File: config.mk
export PLATFORM = sky130hd
export DESIGN_NAME = clk_div_monitor_flat
export DESIGN_NICKNAME = d
export VERILOG_FILES = /design/src/rtl/clk_div_pkg.sv /design/src/rtl/clk_div_monitor_if.sv /design/src/rtl/clk_div_sync_edge.sv /design/src/rtl/clk_div_monitor.sv /design/src/flat_wrapper.sv
export SDC_FILE = /design/constraint.sdc
export NUM_CORES = 1
export LEC_CHECK = 0
export ABC_AREA = 1
export ABC_CLOCK_PERIOD_IN_PS = 2140
export BUFFER_PORTS_ARGS = -buffer_cell sky130_fd_sc_hd__buf_2
export CAP_MARGIN = 10
export CELL_PAD_IN_SITES_DETAIL_PLACEMENT = 1
export CELL_PAD_IN_SITES_GLOBAL_PLACEMENT = 1
export CORE_MARGIN = 2
export CORE_UTILIZATION = 37
export DETAILED_ROUTE_END_ITERATION = 7
export PLACE_DENSITY = 0.85
export RECOVER_POWER = 100
export SLEW_MARGIN = 20
export SYNTH_ARGS = -nofsm -noshare
export SYNTH_HDL_FRONTEND = slang
export SYNTH_SLANG_ARGS = --single-unit
File: constraint.sdc
create_clock -name clk -period 2.14 [get_ports clk]
set_input_delay 0.642 -clock clk [delete_from_list [all_inputs] [get_ports clk]]
set_output_delay 0.642 -clock clk [all_outputs]
set_load 0.005 [all_outputs]
File: src/rtl/clk_div_pkg.sv
// Shared types and constants for the divided-clock monitor.
package clk_div_pkg;

    typedef enum logic [1:0] {
        IDLE      = 2'd0,
        WAIT_RISE = 2'd1,
        MEAS_HIGH = 2'd2,
        MEAS_LOW  = 2'd3
    } mon_state_t;

    localparam int DEF_CNT_W = 8;
    localparam logic [31:0] DUTY_TOL = 32'd1;

    // True when the high and low phases differ by more than the tolerance.
    function automatic logic duty_imbalanced(input logic [31:0] a, input logic [31:0] b);
        logic [31:0] diff;
        diff = (a > b) ? (a - b) : (b - a);
        return (diff > DUTY_TOL);
    endfunction

endpackage

File: src/rtl/clk_div_monitor_if.sv
// Control and status bundle between a divider self-check monitor and its status block.
interface clk_div_monitor_if #(parameter int CNT_W = clk_div_pkg::DEF_CNT_W);
    logic             enable;
    logic             div_clk_in;
    logic [CNT_W-1:0] period;
    logic [CNT_W-1:0] high_time;
    logic [CNT_W-1:0] low_time;
    logic             meas_valid;
    logic             locked;
    logic             ratio_err;
    logic             duty_err;
    logic             timeout;

    modport master (
        output enable, div_clk_in,
        input  period, high_time, low_time, meas_valid, locked, ratio_err, duty_err, timeout
    );

    modport slave (
        input  enable, div_clk_in,
        output period, high_time, low_time, meas_valid, locked, ratio_err, duty_err, timeout
    );
endinterface

File: src/rtl/clk_div_sync_edge.sv
// Two-flop synchronizer for the divided clock plus registered rise/fall pulse generator.
module clk_div_sync_edge (
    input  logic clk,
    input  logic reset,
    input  logic din,
    output logic rise,
    output logic fall
);
    logic sync1_r, sync2_r, prev_r, rise_r, fall_r;

    // Synchronize the asynchronous input and flag each transition for one cycle.
    always_ff @(posedge clk) begin
        if (reset) begin
            sync1_r <= 1'b0;
            sync2_r <= 1'b0;
            prev_r  <= 1'b0;
            rise_r  <= 1'b0;
            fall_r  <= 1'b0;
        end else begin
            sync1_r <= din;
            sync2_r <= sync1_r;
            prev_r  <= sync2_r;
            rise_r  <= sync2_r & ~prev_r;
            fall_r  <= ~sync2_r & prev_r;
        end
    end

    assign rise = rise_r;
    assign fall = fall_r;
endmodule

File: src/rtl/clk_div_monitor.sv
// Measures high/low/period of a divided clock and declares lock at EXP_DIV.
// Optional duty-cycle check enabled by defining CLK_DIV_MON_DUTY_CHECK_EN.
module clk_div_monitor
    import clk_div_pkg::*;
#(
    parameter int CNT_W    = DEF_CNT_W,
    parameter int EXP_DIV  = 5,
    parameter int LOCK_CNT = 4
) (
    input  logic             clk,
    input  logic             reset,
    clk_div_monitor_if.slave bus
);
    localparam int MW = $clog2(LOCK_CNT + 1);
    localparam logic [CNT_W-1:0] CNT_MAX  = {CNT_W{1'b1}};
    localparam logic [CNT_W:0]   SUM_MAX  = {1'b0, {CNT_W{1'b1}}};
    localparam logic [CNT_W:0]   EXP_P    = (CNT_W+1)'(EXP_DIV);
    localparam logic [MW-1:0]    LOCK_M   = MW'(LOCK_CNT);
    localparam logic [CNT_W-1:0] CNT_ONE  = CNT_W'(1'b1);
    localparam logic [CNT_W-1:0] CNT_ZERO = {CNT_W{1'b0}};

    logic             rise_s, fall_s;
    mon_state_t       state_r, state_s;
    logic [CNT_W-1:0] cnt_r, cnt_s, high_r, high_s;
    logic [CNT_W-1:0] period_r, period_s, high_time_r, high_time_s, low_time_r, low_time_s;
    logic [MW-1:0]    match_r, match_s;
    logic             meas_valid_r, meas_valid_s, ratio_err_r, ratio_err_s;
    logic             duty_err_r, duty_err_s, timeout_r, timeout_s, locked_r, locked_s;
    logic [CNT_W:0]   sum_s;
    logic             duty_bad_s, clear_s;

    clk_div_sync_edge u_sync_edge (
        .clk   (clk),
        .reset (reset),
        .din   (bus.div_clk_in),
        .rise  (rise_s),
        .fall  (fall_s)
    );

    // Next-state, counter, measurement and lock logic.
    always_comb begin
        state_s      = state_r;
        cnt_s        = cnt_r;
        high_s       = high_r;
        period_s     = period_r;
        high_time_s  = high_time_r;
        low_time_s   = low_time_r;
        match_s      = match_r;
        meas_valid_s = 1'b0;
        ratio_err_s  = 1'b0;
        duty_err_s   = 1'b0;
        timeout_s    = 1'b0;
        clear_s      = 1'b0;
        sum_s        = {1'b0, high_r} + {1'b0, cnt_r};
`ifdef CLK_DIV_MON_DUTY_CHECK_EN
        duty_bad_s   = duty_imbalanced(32'(high_r), 32'(cnt_r));
`else
        duty_bad_s   = 1'b0;
`endif
        if (!bus.enable) begin
            state_s = IDLE;
            cnt_s   = CNT_ZERO;
            match_s = {MW{1'b0}};
            clear_s = 1'b1;
        end else if ((state_r != IDLE) && (cnt_r == CNT_MAX)) begin
            // Stuck divided clock: abandon the measurement and resynchronize.
            state_s   = WAIT_RISE;
            cnt_s     = CNT_ZERO;
            match_s   = {MW{1'b0}};
            timeout_s = 1'b1;
            clear_s   = 1'b1;
        end else begin
            case (state_r)
                IDLE: begin
                    state_s = WAIT_RISE;
                    cnt_s   = CNT_ZERO;
                end
                WAIT_RISE: begin
                    if (rise_s) begin
                        cnt_s   = CNT_ONE;
                        state_s = MEAS_HIGH;
                    end else begin
                        cnt_s = cnt_r + CNT_ONE;
                    end
                end
                MEAS_HIGH: begin
                    if (fall_s) begin
                        high_s  = cnt_r;
                        cnt_s   = CNT_ONE;
                        state_s = MEAS_LOW;
                    end else begin
                        cnt_s = cnt_r + CNT_ONE;
                    end
                end
                MEAS_LOW: begin
                    if (rise_s) begin
                        high_time_s  = high_r;
                        low_time_s   = cnt_r;
                        period_s     = (sum_s > SUM_MAX) ? CNT_MAX : sum_s[CNT_W-1:0];
                        meas_valid_s = 1'b1;
                        ratio_err_s  = (sum_s != EXP_P);
                        duty_err_s   = duty_bad_s;
                        if (!ratio_err_s && !duty_bad_s) begin
                            match_s = (match_r == LOCK_M) ? match_r : (match_r + MW'(1'b1));
                        end else begin
                            match_s = {MW{1'b0}};
                        end
                        cnt_s   = CNT_ONE;
                        state_s = MEAS_HIGH;
                    end else begin
                        cnt_s = cnt_r + CNT_ONE;
                    end
                end
                default: begin
                    state_s = IDLE;
                    cnt_s   = CNT_ZERO;
                end
            endcase
        end
        locked_s = (match_r == LOCK_M) && !clear_s;
    end

    // State, counters and registered status outputs.
    always_ff @(posedge clk) begin
        if (reset) begin
            state_r      <= IDLE;
            cnt_r        <= CNT_ZERO;
            high_r       <= CNT_ZERO;
            period_r     <= CNT_ZERO;
            high_time_r  <= CNT_ZERO;
            low_time_r   <= CNT_ZERO;
            match_r      <= {MW{1'b0}};
            meas_valid_r <= 1'b0;
            ratio_err_r  <= 1'b0;
            duty_err_r   <= 1'b0;
            timeout_r    <= 1'b0;
            locked_r     <= 1'b0;
        end else begin
            state_r      <= state_s;
            cnt_r        <= cnt_s;
            high_r       <= high_s;
            period_r     <= period_s;
            high_time_r  <= high_time_s;
            low_time_r   <= low_time_s;
            match_r      <= match_s;
            meas_valid_r <= meas_valid_s;
            ratio_err_r  <= ratio_err_s;
            duty_err_r   <= duty_err_s;
            timeout_r    <= timeout_s;
            locked_r     <= locked_s;
        end
    end

    assign bus.period     = period_r;
    assign bus.high_time  = high_time_r;
    assign bus.low_time   = low_time_r;
    assign bus.meas_valid = meas_valid_r;
    assign bus.ratio_err  = ratio_err_r;
    assign bus.duty_err   = duty_err_r;
    assign bus.timeout    = timeout_r;
    assign bus.locked     = locked_r;
endmodule

File: src/flat_wrapper.sv
// flat-port wrapper written by rule: the top's interface ports become plain ports
module clk_div_monitor_flat import clk_div_pkg::*;
#(
    parameter int CNT_W    = DEF_CNT_W,
    parameter int EXP_DIV  = 5,
    parameter int LOCK_CNT = 4
)
  (clk, reset, bus_enable, bus_div_clk_in, bus_period, bus_high_time, bus_low_time, bus_meas_valid, bus_locked, bus_ratio_err, bus_duty_err, bus_timeout);
  clk_div_monitor_if #(.CNT_W(CNT_W)) bus_i ();
  input  logic clk;
  input  logic reset;
  input wire logic [$bits(bus_i.enable)-1:0] bus_enable;
  input wire logic [$bits(bus_i.div_clk_in)-1:0] bus_div_clk_in;
  output wire logic [$bits(bus_i.period)-1:0] bus_period;
  output wire logic [$bits(bus_i.high_time)-1:0] bus_high_time;
  output wire logic [$bits(bus_i.low_time)-1:0] bus_low_time;
  output wire logic [$bits(bus_i.meas_valid)-1:0] bus_meas_valid;
  output wire logic [$bits(bus_i.locked)-1:0] bus_locked;
  output wire logic [$bits(bus_i.ratio_err)-1:0] bus_ratio_err;
  output wire logic [$bits(bus_i.duty_err)-1:0] bus_duty_err;
  output wire logic [$bits(bus_i.timeout)-1:0] bus_timeout;
  assign bus_i.enable = bus_enable;
  assign bus_i.div_clk_in = bus_div_clk_in;
  assign bus_period = bus_i.period;
  assign bus_high_time = bus_i.high_time;
  assign bus_low_time = bus_i.low_time;
  assign bus_meas_valid = bus_i.meas_valid;
  assign bus_locked = bus_i.locked;
  assign bus_ratio_err = bus_i.ratio_err;
  assign bus_duty_err = bus_i.duty_err;
  assign bus_timeout = bus_i.timeout;
  clk_div_monitor #(.CNT_W(CNT_W), .EXP_DIV(EXP_DIV), .LOCK_CNT(LOCK_CNT)) u_core (.clk(clk), .reset(reset), .bus(bus_i));
endmodule
---- Yosys cells after proc, flatten, opt, wreduce, memory -nomap -nowiden ----
Cells that the tools add are included.
word-level totals
  register bits after elaboration ......... 54
  bits in latches ......................... 0
  memory bits (writable) .................. 0
  memory bits (read-only) ................. 0
  input port bits ......................... 4
  output and inout port bits .............. 29
  word-level logic and storage cells ...... 68
  memories ................................ 0
operators by class
  add/sub/neg operators ................... 3
  $mul .................................... 0
  div/mod/pow operators ................... 0
  magnitude comparators ................... 1
  eq/ne operators ......................... 11
  shift operators ......................... 0
  muxes and demuxes ....................... 13
  bitwise operators ....................... 8
  reduce and logical (&&, ||, !) cells .... 15
operator list
  operator             number
  $mux 8               3
  $pmux 8 s3           1
  $add 8x8->9          1
  $gt 9x8->1 const B   1
  $ne 9x3->1 const B   1
  $add 8x1->8 const B  1
  $eq 8x8->1 const B   1
  $reduce_and 4->1     2
  $mux 3               2
  $not 1->1            6
  $pmux 2 s3           1
  $reduce_or 5->1      1
  $eq 2x2->1 const B   2
  $mux 1               4
  $mux 2               2
  $ne 2x1->1 const B   2
  $reduce_and 2->1     2
  $reduce_or 2->1      2
  $reduce_or 4->1      1
  $add 3x1->3 const B  1
  $eq 3x3->1 const B   1
  $ne 3x1->1 const B   1
  $ne 3x2->1 const B   1
  $reduce_and 3->1     1
  8 further kinds      10

---- Longest topological paths before layout ----
Gate-level depths: netlist of the first run.
  depth after elaboration ................. 6
  depth in mapped cells ................... 14
  mapped depth without buffers ............ 14

---- By module ----
From an unflattened synthesis of the first run, not the netlist that was laid out.
unflattened totals
  cell total of the unflattened synthesis .. 318
  area total of the unflattened synthesis .. 2,487.4 um^2
modules (own cells, without submodules)
  module             times used  cells each  area each (um^2)  seq. area each (um^2)
  clk_div_monitor    1           303         2,347.3           980.9
  clk_div_sync_edge  1           15          140.1             100.1

---- Worst setup path before layout of the first run ----
OpenSTA, ideal clock, no wires.
  path kind ............................... reg-to-reg
  start ................................... register u_core.cnt_r[0]
  end ..................................... register u_core.match_r[0]
  setup time .............................. 0.115 ns
  arrival ................................. 1.897 ns
  required time ........................... 2.025 ns
  slack ................................... 0.128 ns
  cell stages (with the launch flop) ...... 12
  path buffers ............................ 0
  period minus slack after synthesis ...... 2.012 ns
  cells stage by stage .................... dfxtp_1 > ha_1 > fa_1 > nand2_1 > nand2_1 > nand3_1 > nand2_1 > nor2_1 > and2_1 > nand3_1 > a21oi_1 > nor2_1
on the way
  cells in the longest elaborated chain, start to end .. 4
  elaborated cells on any way between the ends .. 8
  classes of those cells .................. add/sub: 1; eq/ne: 3; mux: 1; reduce/logical: 3
ends and longest elaborated chain
  element                     line                    text
  start: declaration          clk_div_monitor.sv:24   logic [CNT_W-1:0] cnt_r, cnt_s, high_r, high_s;
  start signal: assignment    clk_div_monitor.sv:140  cnt_r <= cnt_s;
  $add 8x8->9                 clk_div_monitor.sv:54   sum_s = {1'b0, high_r} + {1'b0, cnt_r};
  $ne 9x3->1                  clk_div_monitor.sv:101  ratio_err_s = (sum_s != EXP_P);
  $ne 2x1->1 (no line)        n/a
  $reduce_and 3->1 (no line)  n/a
  end signal: assignment      clk_div_monitor.sv:132  match_r <= {MW{1'b0}};
  end signal: assignment      clk_div_monitor.sv:145  match_r <= match_s;
  end: declaration            clk_div_monitor.sv:26   logic [MW-1:0] match_r, match_s;
Parallel ways exist; a longest one is shown, timed or not.
A chain may end at the register's enable or synchronous reset.

---- Worst setup path in the final report of the first run ----
  start ................................... register u_core.high_r[0]
  end ..................................... register u_core.match_r[0]
on the way
  cells in the longest elaborated chain, start to end .. 4
  elaborated cells on any way between the ends .. 5
  classes of those cells .................. add/sub: 1; eq/ne: 2; mux: 1; reduce/logical: 1
ends and longest elaborated chain
  element                     line                    text
  start: declaration          clk_div_monitor.sv:24
  start signal: assignment    clk_div_monitor.sv:141  high_r <= high_s;
  $add 8x8->9 (*)             clk_div_monitor.sv:54
  $ne 9x3->1 (*)              clk_div_monitor.sv:101
  $ne 2x1->1 (no line)        n/a
  $reduce_and 3->1 (no line)  n/a
Every way passes the cells marked *; elsewhere a longest branch is shown, timed or not.

==> metrics, run 1 <==
vias per cell 4.989; routing usage on met1 20.92%; Placed Instances 436; Layout Utilization 44.30%; Cell Pwr Density 575.6 nW/um^2; # port buffers 31; worst-skew pair later-pin latency 0.30 ns; Chip Width 85.99 um; Slew headroom 60.03%; dpl cell area 2734 um^2; fill count 825; post-synthesis sequential area ratio 43.46%; I/O pins 33; first-pass GRT wire length 10.17 mm; largest net degree at the start of global routing 37; initial antenna violation count 0; die footprint 7394 um^2; Setup crit end kind register; Final Cycle Share 93.71%; placer's final routability congestion estimate 0.8438; P&R area growth vs syn 14.39%; CTS Buf Count 5; Max VDD drop 0.0003430 V; CTS max path bufs 2; number of core rows 29; setup violators final 0; Crit Path Class reg2reg; met3 Resource Use GR 3.272%; CTS H-tree lvls 2; Setup Skew 0.005227 ns; Routed WL per cell 13.37 um; Total Power 1.638 mW; dpl hpwl 4.484 mm; Cell variety after synth 32; clock slew at reported path FFs 0.09 ns; Fmax 498.6 MHz; Most used DFF post-synth dfxtp_1; LEAKAGE 1.310 nW; Worst-Margin Slew 0.5995 ns; number of synthesized flops with an enable pin 0; Core Region 6422 um^2; fin area 2845 um^2; DR pass1 iterations 4; Hold Path Class reg2reg; Max Cap Viol 0; clock net sink count 54; gr busiest metal met2; total global routing overflow 0; via count 2215; CP required 2.35 ns; Slew Viols, Final 0; initial DRC count 82; Critical Path Start Type register; CP arrival 2.21 ns; syn_nets 344; via count of the first global-routing pass 2246; DR DRC count 0; cts hold-fix bufs 0; minimum clock period 2.005 ns; synth warn 0; Hold WS 0.4096 ns; CP Max Fanout 5; syn_area_per_cell 7.583 um^2; TritonCTS clock tree done; Initial Util 38.73%; Die H 85.99 um; Overall Global Routing Usage 17.25%; RSZ-0062 raised after global routing yes; WL final 5.937 mm; Final #Nets 382; share of cells above drive strength 1 16.35%; status finished, final reports clean; Mapped Cells 328; Post-CTS Setup Bufs 0; Ant. Diodes 0; post-route insts no fill 444; Mapped Area 2487 um^2; number of synthesized register bits 54; Synth async-reset ratio 0%; Root Buffer clkbuf_8; Fin. Hold Viols 0; remaining antenna violation count 0; met2 Usage GRT 30.44%
synthesized netlist by cell type (2+ instances only):
cell type | n | area, um^2
xor2_1 | 4 | 35.03
nor2_4 | 2 | 22.52
nand3_1 | 17 | 85.08
inv_1 | 45 | 168.9
dfxtp_1 | 54 | 1081
nor2_1 | 29 | 108.9
clkbuf_1 | 3 | 11.26
nor3_1 | 5 | 25.02
nand2_2 | 2 | 12.51
ha_1 | 11 | 137.6
o21ai_1 | 12 | 60.06
o21ai_0 | 16 | 80.08
nand2_1 | 68 | 255.2
nor3b_1 | 2 | 15.01
nand4_1 | 2 | 12.51
a21oi_1 | 35 | 175.2
buf_6 | 5 | 56.30
nand3_2 | 2 | 20.02
state kept, by name, indices dropped and copies added (netlist names), 2 cells and up:
| signal | count |
|---|---|
| u_core.bus.high_time | 8 |
| u_core.bus.low_time | 8 |
| u_core.bus.period | 8 |
| u_core.cnt_r | 8 |
| u_core.high_r | 8 |
| u_core.match_r | 3 |
| u_core.state_r | 2 |
where the power goes:
part / leakage (nW) / internal, mW / switching, mW / total (mW)
combinational: 0.826 / 0.0125 / 0.0301 / 0.0426
sequential: 0.436 / 1.01 / 0.00251 / 1.01
clock: 0.0482 / 0.262 / 0.322 / 0.584
timing repair:
| item | in CTS | in global routing |
|---|---|---|
| pin swaps | 0 | 3 |
| endpoints found under the setup margin | 3 | 36 |
| hold endpoints to repair | 0 | 0 |
| resized for setup | 3 | 15 |
metrics by stage:
step	setup slack (ns)	TNS (ns)
after detailed placement	-0.05159	-0.09177
after floorplan	0.1277	0
after global placement	0.08998	0
final	0.1346	0
after global routing	-0.03010	-0.06151
after CTS	0.02495	0
worst paths after layout:
check                                           startpoint                    endpoint  slack [ns]  cells past startpoint
worst max register to register            u_core.high_r[0]           u_core.match_r[0]        0.13                     11
worst max-delay path                      u_core.high_r[0]           u_core.match_r[0]        0.13                     11
worst min-delay path            u_core.u_sync_edge.sync1_r  u_core.u_sync_edge.sync2_r        0.41                      2
worst min register to register  u_core.u_sync_edge.sync1_r  u_core.u_sync_edge.sync2_r        0.41                      2
layer usage:
| metal | wire length, um | part of all wire (%) | up-vias |
|---|---|---|---|
| met5 | 0 | 0 | - |
| met4 | 104 | 1.8 | 0 |
| met3 | 202 | 3.4 | 8 |
| met2 | 2948 | 50 | 35 |
| met1 | 2681 | 45 | 1050 |
| li1 | - | - | 1122 |
final cells by class:
| cell class | count | area, um^2 | area share, % |
|---|---|---|---|
| Sequential cell | 54 | 1082 | 38.04 |
| Clock buffer | 7 | 86.33 | 3.034 |
| Inverter | 47 | 183.9 | 6.464 |
| Clock inverter | 1 | 5.005 | 0.1759 |
| Multi-Input combinational cell | 217 | 1174 | 41.25 |
| Tap cell | 77 | 96.34 | 3.386 |
| Timing Repair Buffer | 41 | 217.7 | 7.652 |
worst max-delay path, stage by stage (launching register included):
cell and delay (ns):
dfxtp_1 0.33, ha_2 0.21, fa_2 0.36, nand2_1 0.10, nand2_2 0.09, nand3_1 0.09
nand2_1 0.08, nor2_2 0.15, and2_1 0.16, nand3_2 0.14, a21oi_1 0.16, nor2_1 0.06
placed cells by master (no fill, tap or decap), drive strengths merged:
cell and count:
nand2 71, dfxtp 54, inv 47, a21oi 35, nor2 31, buf 31
o21ai 28, nand3 20, clkbuf 17, ha 11, nor3 5, xor2 4
nand4 2, nor3b 2, a31o 1, o211ai 1, nand3b 1, a31oi 1
xnor2 1, and2 1, fa 1, conb 1, clkinv 1
logic make-up after synthesis:
family / count (synthesis) / synth area share (%)
and+or+nand+nor: 133 / 24.09
AOI/OAI and AO/OA: 66 / 13.78
buffers and inverters: 57 / 10.41
DFF: 54 / 43.46
adders and majority gates: 12 / 6.338
xor gates and xnor gates: 5 / 1.760
other: 1 / 0.1508
No activity file was read; power rests on OpenSTA's default activity.
==> run 2, diff against run 1 <==
ABC_CLOCK_PERIOD_IN_PS = 1700   (was 2140)
clock period = 1.7 ns   (was 2.14 ns; I/O delays follow)
==> run 2 against run 1 <==
Compared with the run above: the run now ends with negative setup slack left; count of clock-buffer cells in the layout fell by 2; cell count rose by 6.8%; worst hold slack got worse by 0.029 ns; largest power group unchanged; highest routed layer unchanged.
==> metrics, run 2 (same netlist as run 1, synthesis figures left out) <==
clock net sink count 54; RSZ-0062 raised after global routing yes; die footprint 7394 um^2; largest net degree at the start of global routing 37; dpl cell area 2900 um^2; number of core rows 29; FF-to-FF End u_core.match_r[0]; # port buffers 31; cts hold-fix bufs 0; initial DRC count 126; CP arrival 2.33 ns; DR pass1 iterations 4; Overall Global Routing Usage 19.58%; Final #Nets 412; CP Max Fanout 4; via count of the first global-routing pass 2482; Crit Reg-Reg Startpoint u_core.high_r[5]; Worst Hold Launch bus_div_clk_in; clock slew at reported path FFs 0.11 ns; vias per cell 5.251; remaining antenna violation count 0; Worst path slowest cell ha_1; Ant. Diodes 0; Cell Pwr Density 622.2 nW/um^2; failing checks negative setup slack; Layout Utilization 53.56%; Chip Width 85.99 um; Setup Skew 0.01279 ns; Fin. Hold Viols 0; crit path from u_core.high_r[5]; placer's final routability congestion estimate 0.7996; commonest non-fill, non-tap cell in the layout nand2_1; initial antenna violation count 0; Crit Path Class reg2reg; most frequent cells in the layout 56 x nand2_1, 51 x dfxtp_1, 44 x inv_1, 33 x buf_4, 25 x nor2_1; cells on worst reg2reg path 12; CTS max path bufs 2; Slew Viols, Final 0; TritonCTS clock tree done; final setup margin -0.3713 ns; Core Region 6422 um^2; minimum clock period 2.071 ns; CTS Buf Count 5; Setup crit end kind register; most common cell type on the critical path nand2_1; pre-CTS WS -0.2748 ns; P&R area growth vs syn 38.28%; dpl hpwl 4.941 mm; Slew headroom 60.26%; Final Cycle Share 121.8%; fin area 3440 um^2; Routed WL per cell 18.06 um; LEAKAGE 1.492 nW; Hold Path Class in2reg; total global routing overflow 0; Root Buffer clkbuf_8; WHS Endpoint u_core.u_sync_edge.sync1_r; hold depth 3; first-pass GRT wire length 11.53 mm; Fmax 482.8 MHz; CP peak stage delay 0.38 ns; via count 2489; DR DRC count 0; share of cells above drive strength 1 36.02%; flop2flop setup slack -0.37 ns; setup violators final 37; worst-skew pair later-pin latency 0.32 ns; Initial Util 38.73%; CP required 1.96 ns; status complete, but fails checks; Max VDD drop 0.0003660 V; I/O pins 33; fill count 792; Die H 85.99 um; WL final 8.559 mm; CTS H-tree lvls 2; crit path cell chain ha_1 > nand2_1 > nand2_1 > a21oi_1 > nand2_4 > nor2_4 > nand2_2 > nor2_4 > nand3_2 > nand3_2 > nand2_1 > nor2_1; Total Power 2.140 mW; Critical Path Start Type register; Worst-Margin Slew 0.5899 ns; Max Cap Viol 0
## run 2: cell types whose count changed in the layout (fill, tap and decap cells not counted), moves of 4 or more
| cell | before | now |
|---|---|---|
| a21oi_2 | 1 | 11 |
| nand2_2 | 3 | 10 |
| buf_4 | 10 | 33 |
| o21ai_1 | 15 | 9 |
| a21oi_1 | 34 | 24 |
| o21ai_0 | 13 | 3 |
| nand3_2 | 5 | 9 |
| nand3_1 | 15 | 9 |
| nand2_1 | 67 | 56 |
| o21ai_2 | 0 | 15 |
## run 2: worst max-delay path by stage
stage,end,slack (ns),depth (start not counted)
2_1_floorplan,u_core.match_r[0],-0.09,11
3_3_place_gp,u_core.match_r[0],-0.14,9
3_5_place_dp,u_core.match_r[1],-0.27,11
4_1_cts,u_core.match_r[1],-0.26,12
5_1_grt,u_core.match_r[0],-0.45,13
6_report,u_core.match_r[0],-0.37,12
## run 2: per-stage QoR
stage                     instances  TNS (ns)  hold slack, ns
after global routing            474    -10.08          0.3736
final                           474    -5.024          0.3803
after global placement          454    -3.053          0.3979
after floorplan                 328   -0.2140          0.3883
after CTS                       467    -3.647          0.3811
after detailed placement        454    -5.805          0.4043
## run 2: final cells by class
class                   instances  area [um^2]  area share, %
multi-input cells             218         1495          43.47
flip-flops and latches         54         1087          31.61
repair buffers                 66        409.1          11.90
inverters                      47        207.7          6.039
well taps                      77        96.34          2.801
clock buffers                   5        68.82          2.001
repair inverters                4        47.55          1.382
clock inverters                 3        27.53         0.8003
## run 2: repair_timing
item	CTS	global route
setup endpoints to repair	44	44
setup buffers	4	4
resized for setup	37	60
endpoints found under the hold margin	0	0
cloned	1	4
pin swaps	5	13
## run 2: power by group
part	internal (mW)	switching [mW]	total [mW]
Combinational	0.0275	0.0564	0.0838
Sequential	1.27	0.00401	1.27
Clock	0.306	0.476	0.783
## run 2: worst max-delay path: cells and delay by family (launching register included)
kind                     cells  cell delay [ns]
flip-flops                   1             0.36
adder cells (fa/ha/maj)      1             0.38
AO/OA/AOI/OAI                1             0.26
AND/OR/NAND/NOR             10             1.02
## run 2: routing by layer
layer,routed length (um),GRT usage (%)
met2,4472,37.77
met3,226,2.984
met1,3702,22.26
met4,158,4.762
met5,0,0
==> run 3, diff against run 2 <==
RECOVER_POWER = 25   (was 100)
REMOVE_ABC_BUFFERS = 1   (was unset)
==> run 3 against run 2 <==
Compared with the run above: worst hold slack improved by 0.017 ns; the run still ends with negative setup slack left; highest routed layer unchanged; register-to-register slack got worse by 0.02 ns; largest power group unchanged; non-clock buffer count increased by 16; cell count is 2.7% higher; global-route usage increased by 4.8 points; die area unchanged; count of clock-buffer cells in the layout increased by 1; cell area increased by 7.1%; combinational power grew 5.8%; sequential power is essentially flat; critical path depth is 1 higher; routed wire length grew 16%.
==> metrics, run 3 (same netlist as run 1, synthesis figures left out) <==
CP arrival 2.36 ns; Layout Utilization 57.35%; flop2flop setup slack -0.39 ns; via count 2651; minimum clock period 2.091 ns; Core Region 6422 um^2; Overall Global Routing Usage 24.42%; post-route insts no fill 487; CP Max Fanout 4; Routed WL per cell 20.36 um; FF-to-FF End u_core.match_r[2]; DR DRC count 0; P&R area growth vs syn 48.09%; routing usage on met1 26.46%; Final #Nets 425; hold depth 3; met3 Resource Use GR 3.754%; Hold WS 0.3973 ns; cells on worst reg2reg path 13; Total Power 2.253 mW; WL final 9.917 mm; fill count 769; initial DRC count 121; Placed Instances 464; Die H 85.99 um; DR pass1 iterations 4; Root Buffer clkbuf_8; TritonCTS clock tree done; crit path cell chain ha_4 > fa_2 > nand2_2 > nand2_4 > nand3_2 > nand2_2 > nor2_4 > nand2_1 > nor2_4 > nand3_1 > nand3_1 > nand2_1 > inv_1; post-route setup TNS -5.373 ns; # port buffers 31; share of cells above drive strength 1 44.88%; LEAKAGE 1.620 nW; first-pass GRT wire length 13.97 mm; number of core rows 29; Fin. Hold Viols 0; Fmax 478.2 MHz; Ant. Diodes 0; Max VDD drop 0.0004337 V; Initial Util 38.73%; setup violators final 37; total global routing overflow 0; fin area 3684 um^2; Final Cycle Share 123.0%; Max Cap Viol 0; clock net sink count 54; met2 Usage GRT 44.82%; largest net degree at the start of global routing 28; dpl cell area 2944 um^2; CP peak stage delay 0.38 ns; remaining antenna violation count 0; status complete, but fails checks; WHS Endpoint u_core.u_sync_edge.sync1_r; worst-skew pair later-pin latency 0.31 ns; vias per cell 5.444; most frequent cells in the layout 49 x nand2_1, 49 x dfxtp_1, 44 x inv_1, 36 x buf_4, 27 x buf_2; Cell Pwr Density 611.7 nW/um^2; die footprint 7394 um^2; clock slew at reported path FFs 0.10 ns; final setup margin -0.3910 ns; CP required 1.97 ns; Worst-Margin Slew 0.6932 ns; CTS max path bufs 2; Crit Path Class reg2reg; CTS Buf Count 5; RSZ-0062 raised after global routing yes; Chip Width 85.99 um; failing checks negative setup slack; Setup crit end kind register; Slew headroom 53.79%; Worst path slowest cell fa_2; Critical Path Start Type register; Worst Hold Launch bus_div_clk_in; Slew Viols, Final 0; pre-CTS WS -0.4633 ns; initial antenna violation count 0; Hold Path Class in2reg; via count of the first global-routing pass 2884; gr busiest metal met2; Setup Skew 0.004344 ns; placer's final routability congestion estimate 0.8137; CTS H-tree lvls 2; dpl hpwl 4.949 mm; I/O pins 33; Crit Reg-Reg Startpoint u_core.high_r[0]
run 3: cell count changes in the layout (fill, tap and decap cells not counted), sizes merged:
cell and delta:
buf +24, bufinv +1, clkbuf -7, clkinv -2, inv -3
run 3: worst max-delay path: cells and delay by family, from the launching register on:
kind          cells  cell delay, ns
fa+ha+maj         2            0.55
flops             1            0.37
buf+inv           1            0.05
simple gates     10            1.07
run 3: layer usage:
layer | vias up | part of all wire [%]
met2 | 99 | 54
met5 | - | 0
met4 | 0 | 4.9
li1 | 1213 | -
met3 | 40 | 3.7
met1 | 1299 | 38
run 3: worst max path at each step:
stage	end	start	slack [ns]
after floorplan	u_core.match_r[0]	u_core.cnt_r[0]	-0.31
after global placement	u_core.match_r[0]	u_core.high_r[0]	-0.31
after detailed placement	u_core.match_r[0]	u_core.high_r[0]	-0.46
after CTS	u_core.match_r[1]	u_core.high_r[0]	-0.28
after global routing	u_core.match_r[2]	u_core.high_r[0]	-0.48
final	u_core.match_r[2]	u_core.high_r[0]	-0.39
run 3: cell type report:
class	count	area, um^2	share of cell area [%]
clock buffer	6	72.57	1.970
tap	77	96.34	2.615
timing repair inverter	1	11.26	0.3057
clock inverter	2	37.54	1.019
inverter	47	195.2	5.299
timing repair buffer	82	599.3	16.27
sequential	54	1090	29.59
multi-input combinational	218	1582	42.93
run 3: power by group:
group          internal, mW  switching [mW]  total, mW
Sequential             1.27         0.00460       1.27
Clock                 0.440           0.451      0.891
Combinational        0.0293          0.0594     0.0887
run 3: timing repair:
action                                  4_1_cts  5_1_grt
hold buffers                                  0        0
gates resized for setup                      61       80
gates cloned                                  2        0
buffers inserted                              9        7
hold endpoints to repair                      0        0
pin swaps                                     8       22
endpoints found under the setup margin       44       43
